==> src/rtl/cdb_arbiter_pkg.sv <==
// Shared types and sizes for the common-data-bus arbiter.
// The optional round-robin mode is selected with the CDB_ARB_RR_EN macro.
package cdb_arbiter_pkg;

    localparam int LEN_ID     = 3;
    localparam int SIZE_ROB   = 8;
    localparam int N_CDB_SRC  = 4;
    localparam int W_CDB_DATA = 32;

    // Source index on the bus uses the same encoding as inst_type.
    typedef enum logic [1:0] {
        cdb_src_alu  = 2'd0,
        cdb_src_br   = 2'd1,
        cdb_src_ls   = 2'd2,
        cdb_src_mult = 2'd3
    } cdb_src_t;

endpackage

==> src/rtl/cdb_arbiter_rr_picker.sv <==
// Combinational rotate-priority picker: the first set request at or after base wins.
// With base tied to zero it is a plain lowest-index-first priority encoder.
module cdb_arbiter_rr_picker #(
    parameter int N = 4
) (
    input  logic [N-1:0]         req,
    input  logic [$clog2(N)-1:0] base,
    output logic [N-1:0]         gnt
);

    logic [2*N-1:0] req_dbl;
    logic [2*N-1:0] gnt_dbl;
    logic [N-1:0]   req_rot;
    logic [N-1:0]   gnt_rot;

    // NOTE: every output of a combinational block gets a value on every path, so no latch is inferred.
    always_comb begin
        req_dbl = {req, req} >> base;
        req_rot = req_dbl[N-1:0];
        // Isolate the lowest set bit of the rotated request vector.
        gnt_rot = req_rot & (~req_rot + N'(1));
        gnt_dbl = {gnt_rot, gnt_rot} << base;
        gnt     = gnt_dbl[2*N-1:N];
    end

endmodule

==> src/rtl/cdb_arbiter.sv <==
// CDB arbiter: one-entry holding register per producer, one grant per cycle, registered broadcast.
// Define CDB_ARB_RR_EN for round-robin arbitration; otherwise the lowest source index wins.
module cdb_arbiter
    import cdb_arbiter_pkg::*;
#(
    parameter int N_SRC  = N_CDB_SRC,
    parameter int W_DATA = W_CDB_DATA,
    parameter int W_ID   = LEN_ID,
    parameter int N_ROB  = SIZE_ROB
) (
    input  logic                     clk,
    input  logic                     rst,
    input  logic [N_SRC-1:0]         req_valid,
    input  logic [N_SRC*W_DATA-1:0]  req_data,
    input  logic [N_SRC*W_ID-1:0]    req_id,
    output logic [N_SRC-1:0]         req_ready,
    input  logic                     flush_en,
    input  logic [N_ROB-1:0]         flush_id,
    output logic                     cdb_valid,
    output logic [W_DATA-1:0]        cdb_data,
    output logic [W_ID-1:0]          cdb_id,
    output logic [$clog2(N_SRC)-1:0] cdb_src
);

    localparam int W_SRC = $clog2(N_SRC);

    logic [N_SRC-1:0]  hv;
    logic [W_DATA-1:0] hd  [N_SRC];
    logic [W_ID-1:0]   hid [N_SRC];

    logic [W_DATA-1:0] in_data [N_SRC];
    logic [W_ID-1:0]   in_id   [N_SRC];
    logic [N_SRC-1:0]  in_flushed;
    logic [N_SRC-1:0]  elig;
    logic [N_SRC-1:0]  gnt;
    logic [N_SRC-1:0]  capture;
    logic              any_gnt;
    logic [W_SRC-1:0]  gnt_idx;
    logic [W_DATA-1:0] gnt_data;
    logic [W_ID-1:0]   gnt_id;
    logic [W_SRC-1:0]  base;

    always_comb begin
        for (int i = 0; i < N_SRC; i++) begin
            in_data[i]    = req_data[i*W_DATA +: W_DATA];
            in_id[i]      = req_id[i*W_ID +: W_ID];
            in_flushed[i] = flush_en && flush_id[in_id[i]];
            elig[i]       = hv[i] && !(flush_en && flush_id[hid[i]]);
        end
    end

`ifdef CDB_ARB_RR_EN
    logic [W_SRC-1:0] ptr;

    always_ff @(posedge clk) begin
        if (rst) begin
            ptr <= '0;
        end else if (any_gnt) begin
            ptr <= (gnt_idx == W_SRC'(N_SRC - 1)) ? '0 : gnt_idx + 1'b1;
        end
    end

    assign base = ptr;
`else
    assign base = '0;
`endif

    cdb_arbiter_rr_picker #(
        .N (N_SRC)
    ) u_picker (
        .req  (elig),
        .base (base),
        .gnt  (gnt)
    );

    // A granted entry frees its slot in the same cycle, so a source can stream one result per cycle.
    always_comb begin
        any_gnt  = |gnt;
        gnt_idx  = '0;
        gnt_data = '0;
        gnt_id   = '0;
        for (int i = 0; i < N_SRC; i++) begin
            req_ready[i] = !hv[i] || gnt[i];
            capture[i]   = req_valid[i] && req_ready[i] && !in_flushed[i];
            gnt_data     = gnt_data | (hd[i] & {W_DATA{gnt[i]}});
            gnt_id       = gnt_id | (hid[i] & {W_ID{gnt[i]}});
            if (gnt[i]) begin
                gnt_idx = W_SRC'(i);
            end
        end
    end

    // NOTE: state registers use non-blocking assignments so every flop samples pre-edge values.
    always_ff @(posedge clk) begin
        if (rst) begin
            hv        <= '0;
            cdb_valid <= 1'b0;
            cdb_data  <= '0;
            cdb_id    <= '0;
            cdb_src   <= '0;
        end else begin
            // Refill wins over grant; flushed or granted entries drop out.
            hv        <= capture | (elig & ~gnt);
            cdb_valid <= any_gnt;
            if (any_gnt) begin
                cdb_data <= gnt_data;
                cdb_id   <= gnt_id;
                cdb_src  <= gnt_idx;
            end
        end
    end

    // NOTE: payload registers carry no reset; hv alone says whether their contents mean anything.
    always_ff @(posedge clk) begin
        for (int i = 0; i < N_SRC; i++) begin
            if (capture[i]) begin
                hd[i]  <= in_data[i];
                hid[i] <= in_id[i];
            end
        end
    end

endmodule

==> config.mk <==
export PLATFORM = sky130hd
export DESIGN_NAME = cdb_arbiter
export DESIGN_NICKNAME = d
export VERILOG_FILES = /design/src/rtl/cdb_arbiter_pkg.sv /design/src/rtl/cdb_arbiter_rr_picker.sv /design/src/rtl/cdb_arbiter.sv
export SDC_FILE = /design/constraint.sdc
export NUM_CORES = 1
export LEC_CHECK = 0
export ABC_AREA = 1
export CORE_ASPECT_RATIO = 1.25
export CORE_UTILIZATION = 34
export DETAILED_ROUTE_END_ITERATION = 7
export DONT_BUFFER_PORTS = 1
export PLACE_DENSITY = 0.44
export SKIP_CTS_REPAIR_TIMING = 1
export SYNTH_ARGS = -nofsm -noshare
export SYNTH_HDL_FRONTEND = slang
export SYNTH_SLANG_ARGS = --single-unit
==> constraint.sdc <==
create_clock -name clk -period 3.6 [get_ports clk]
set_input_delay 0.54 -clock clk [delete_from_list [all_inputs] [get_ports clk]]
set_output_delay 0.54 -clock clk [all_outputs]
set_load 0.01 [all_outputs]
==> flow_summary_export.csv <==
group,metric,value,unit
logic_synthesis,seq_area_frac_synth,65.1,%
timing,finalHoldViolCount,0,
pwr,power_density,598,mW/mm^2
timing,final.min_clock_period,2.83,ns
die,start_util,34.8,%
clock_network,ctsRootBufferMaster,"clkbuf_16",
die,io_pins,197,
logic_synthesis,synth_top_area_share,54.2,%
clock_network,numCtsBuffers,17,
pwr,p_leak,3.39,nW
placement,io_buffers,0,
logic_synthesis,synth_common_cells,"nand2_1, edfxtp_1, inv_1",
clock_network,insertion_delay,0.43,ns
global_route,grt_pass1_vias,5138,
die,die_area,0.0234,sq mm
die,placementRows,61,
finish,layout.nets,910,
clock_network,cts-htree-levels,4,
placement,dpl.cell_count,1019,
clock_network,clkSinkCount,182,
timing,clock_skew,0.0109,ns
run,maxCapViolCount,0,
route,first_pass_iters,5,
logic_synthesis,synthFlopType,"edfxtp_1",
worst_setup_path,crit_family,"simple AND/OR/NAND/NOR gates",
finish,final_cell_count_no_fill,1057,
die,core,0.0223,sq mm
pwr,peakVddDrop,0.000298,V
route,wirelength,21200,um
route,final_antenna_net_count,0,
logic_synthesis,yosysMostFrequentCell,"nand2_1",
logic_synthesis,yosysWarnings,0,
global_route,gr-usage-all-layers,18.5,%
worst_setup_path,crit_arrival,2.88,ns
logic_synthesis,yosysTopAreaCell,"edfxtp_1",
timing,setup_viol,0,
finish,seq_area,0.00504,sq mm
die,die_y,171,um
timing,worst_pin_slew,0.992,ns
finish,drive_gt1_share,8.46,%
timing,maxSlewViolCount,0,
global_route,grt_max_degree,40,
worst_setup_path,cp_cell_sequence,"nand2_1 > nand3_1 > nand3_1 > nand3_2 > nand2_4 > nand2_4 > nor2_1 > o21ai_0 > inv_2",
placement,gp_congestion,0.875,
worst_setup_path,critical_path_class,"reg -> reg",
clock_network,cts_buffer_depth,2,
finish,multi_input_area,0.00208,sq mm
route,vias_per_cell,4.89,
logic_synthesis,avgSynthCellArea,10.2,sq um
finish,fill_cells,2228,
logic_synthesis,synth_edf_count,140,
global_route,overflow,0,
logic_synthesis,synth.distinct_cells,29,
route,drc,0,
logic_synthesis,async_reset_ff_share,0,%
finish,synthToLayoutAreaGrowth,11.1,%
logic_synthesis,syn-cell-area,0.00775,sq mm
die,die_w,137,um
worst_setup_path,path_buf_inv,1,
route,drt_iter0_markers,224,
logic_synthesis,syn_inst,761,
logic_synthesis,synth_area_leaders,"edfxtp_1, dfxtp_1, nand2_1",
timing,period_share,78.7,%
worst_setup_path,start_kind,"register",
timing,rsz0062_at_grt,"false",
outcome,status,"completed",
timing,fin_setup_tns,0,ns
route,vias,5171,
global_route,grt_pass1_wl,30800,um
logic_synthesis,synth_nets,916,
clock_network,cts_tree,"yes",
worst_setup_path,slowest_delay,0.75,ns
timing,slew_headroom,33.8,%
placement,hpwl,14400,um
global_route,antenna_found_initial,8,
route,wl_per_cell,20.0,um
worst_setup_path,required,3.64,ns
logic_synthesis,synth-seq-cells,182,
worst_setup_path,end_kind,"register",
worst_setup_path,critPathMaxFanout,39,
worst_hold_path,hp-class,"in -> reg",
timing,fmax,353,MHz
worst_setup_path,cp_slowest_cell,"inv_2",
clock_network,clkTransAtPathRegs,0.07,ns
## per-layer routing
| metal | global-route usage (%) | part of all wire [%] | vias up |
|---|---|---|---|
| li1 | - | - | 2550 |
| met1 | 21.2 | 40 | 2381 |
| met2 | 31.3 | 50 | 209 |
| met3 | 6.10 | 7.6 | 29 |
| met4 | 7.41 | 1.8 | 2 |
| met5 | 0 | 0.061 | - |
## placed cells by master, fill, tap and decap left out, types with 3 or more instances in the layout
cell	Yosys	layout
a21oi_1	51	51
buf_12	1	3
buf_4	0	4
bufinv_16	0	4
clkbuf_16	0	17
dfxtp_1	42	42
diode_2	0	6
edfxtp_1	140	140
inv_1	88	85
inv_2	9	12
inv_6	2	5
nand2_1	184	184
nand2_4	4	4
nand3_1	58	58
nand3_2	3	3
nor2_1	39	38
nor3_1	36	36
o211ai_1	11	11
o21ai_0	32	32
o21ai_1	18	18
## state kept, by name, summed over array words and instances (netlist names)
name and cells:
cdb_valid 1, hid 12, hv 4, hd 128, cdb_data 32, cdb_src 2, cdb_id 3
## path summary, 6_finish.rpt
path                            start  depth (start not counted)  slack, ns                  end
setup / recovery  hid[0][0]$_DFFE_PP_                          9       0.77  hd[2][11]$_DFFE_PP_
hold / removal                    rst                          1       0.17     hv[1]$_SDFF_PP0_
setup reg to reg  hid[0][0]$_DFFE_PP_                          9       0.77  hd[2][11]$_DFFE_PP_
hold reg to reg      hv[2]$_SDFF_PP0_                          2       0.54     hv[2]$_SDFF_PP0_
## cell families after synthesis
group	Yosys count	synth area share, %
AO/OA/AOI/OAI	115	7.91
flip-flops	182	65.1
AND/OR/NAND/NOR	332	18.8
buffers and inverters	132	8.17
## final cells by class
class                      count  area share (%)
sequential                   182            58.6
multi-input combinational    447            24.2
clock buffer                  17            4.94
inverter                     100            4.47
tap                          283            4.11
clock inverter                15            2.53
timing repair buffer           7            1.05
antenna                        6           0.174
## report_power, final
group / internal [mW] / leakage [nW] / switching, mW / total, mW
sequential: 2.46 / 1.68 / 0.128 / 2.59
clock: 1.18 / 0.309 / 0.855 / 2.04
combinational: 0.153 / 1.40 / 0.369 / 0.522
## per-stage QoR
| step | power (mW) | hold slack [ns] | setup WS (ns) | cell area [sq um] | utilization, % |
|---|---|---|---|---|---|
| finish | 5.15 | 0.173 | 0.766 | 8610 | 38.6 |
| global route | 5.37 | 0.156 | 0.484 | 8610 | 38.6 |
| CTS | 5.21 | 0.153 | 0.676 | 8600 | 38.6 |
| detailed placement | 3.18 | 0.525 | 0.532 | 7960 | 35.7 |
| global placement | 3.16 | 0.519 | 0.605 | 7960 | 35.7 |
| floorplan | 3.02 | 0.498 | 0.537 | 7750 | - |
(Power assumes the default switching activity.)
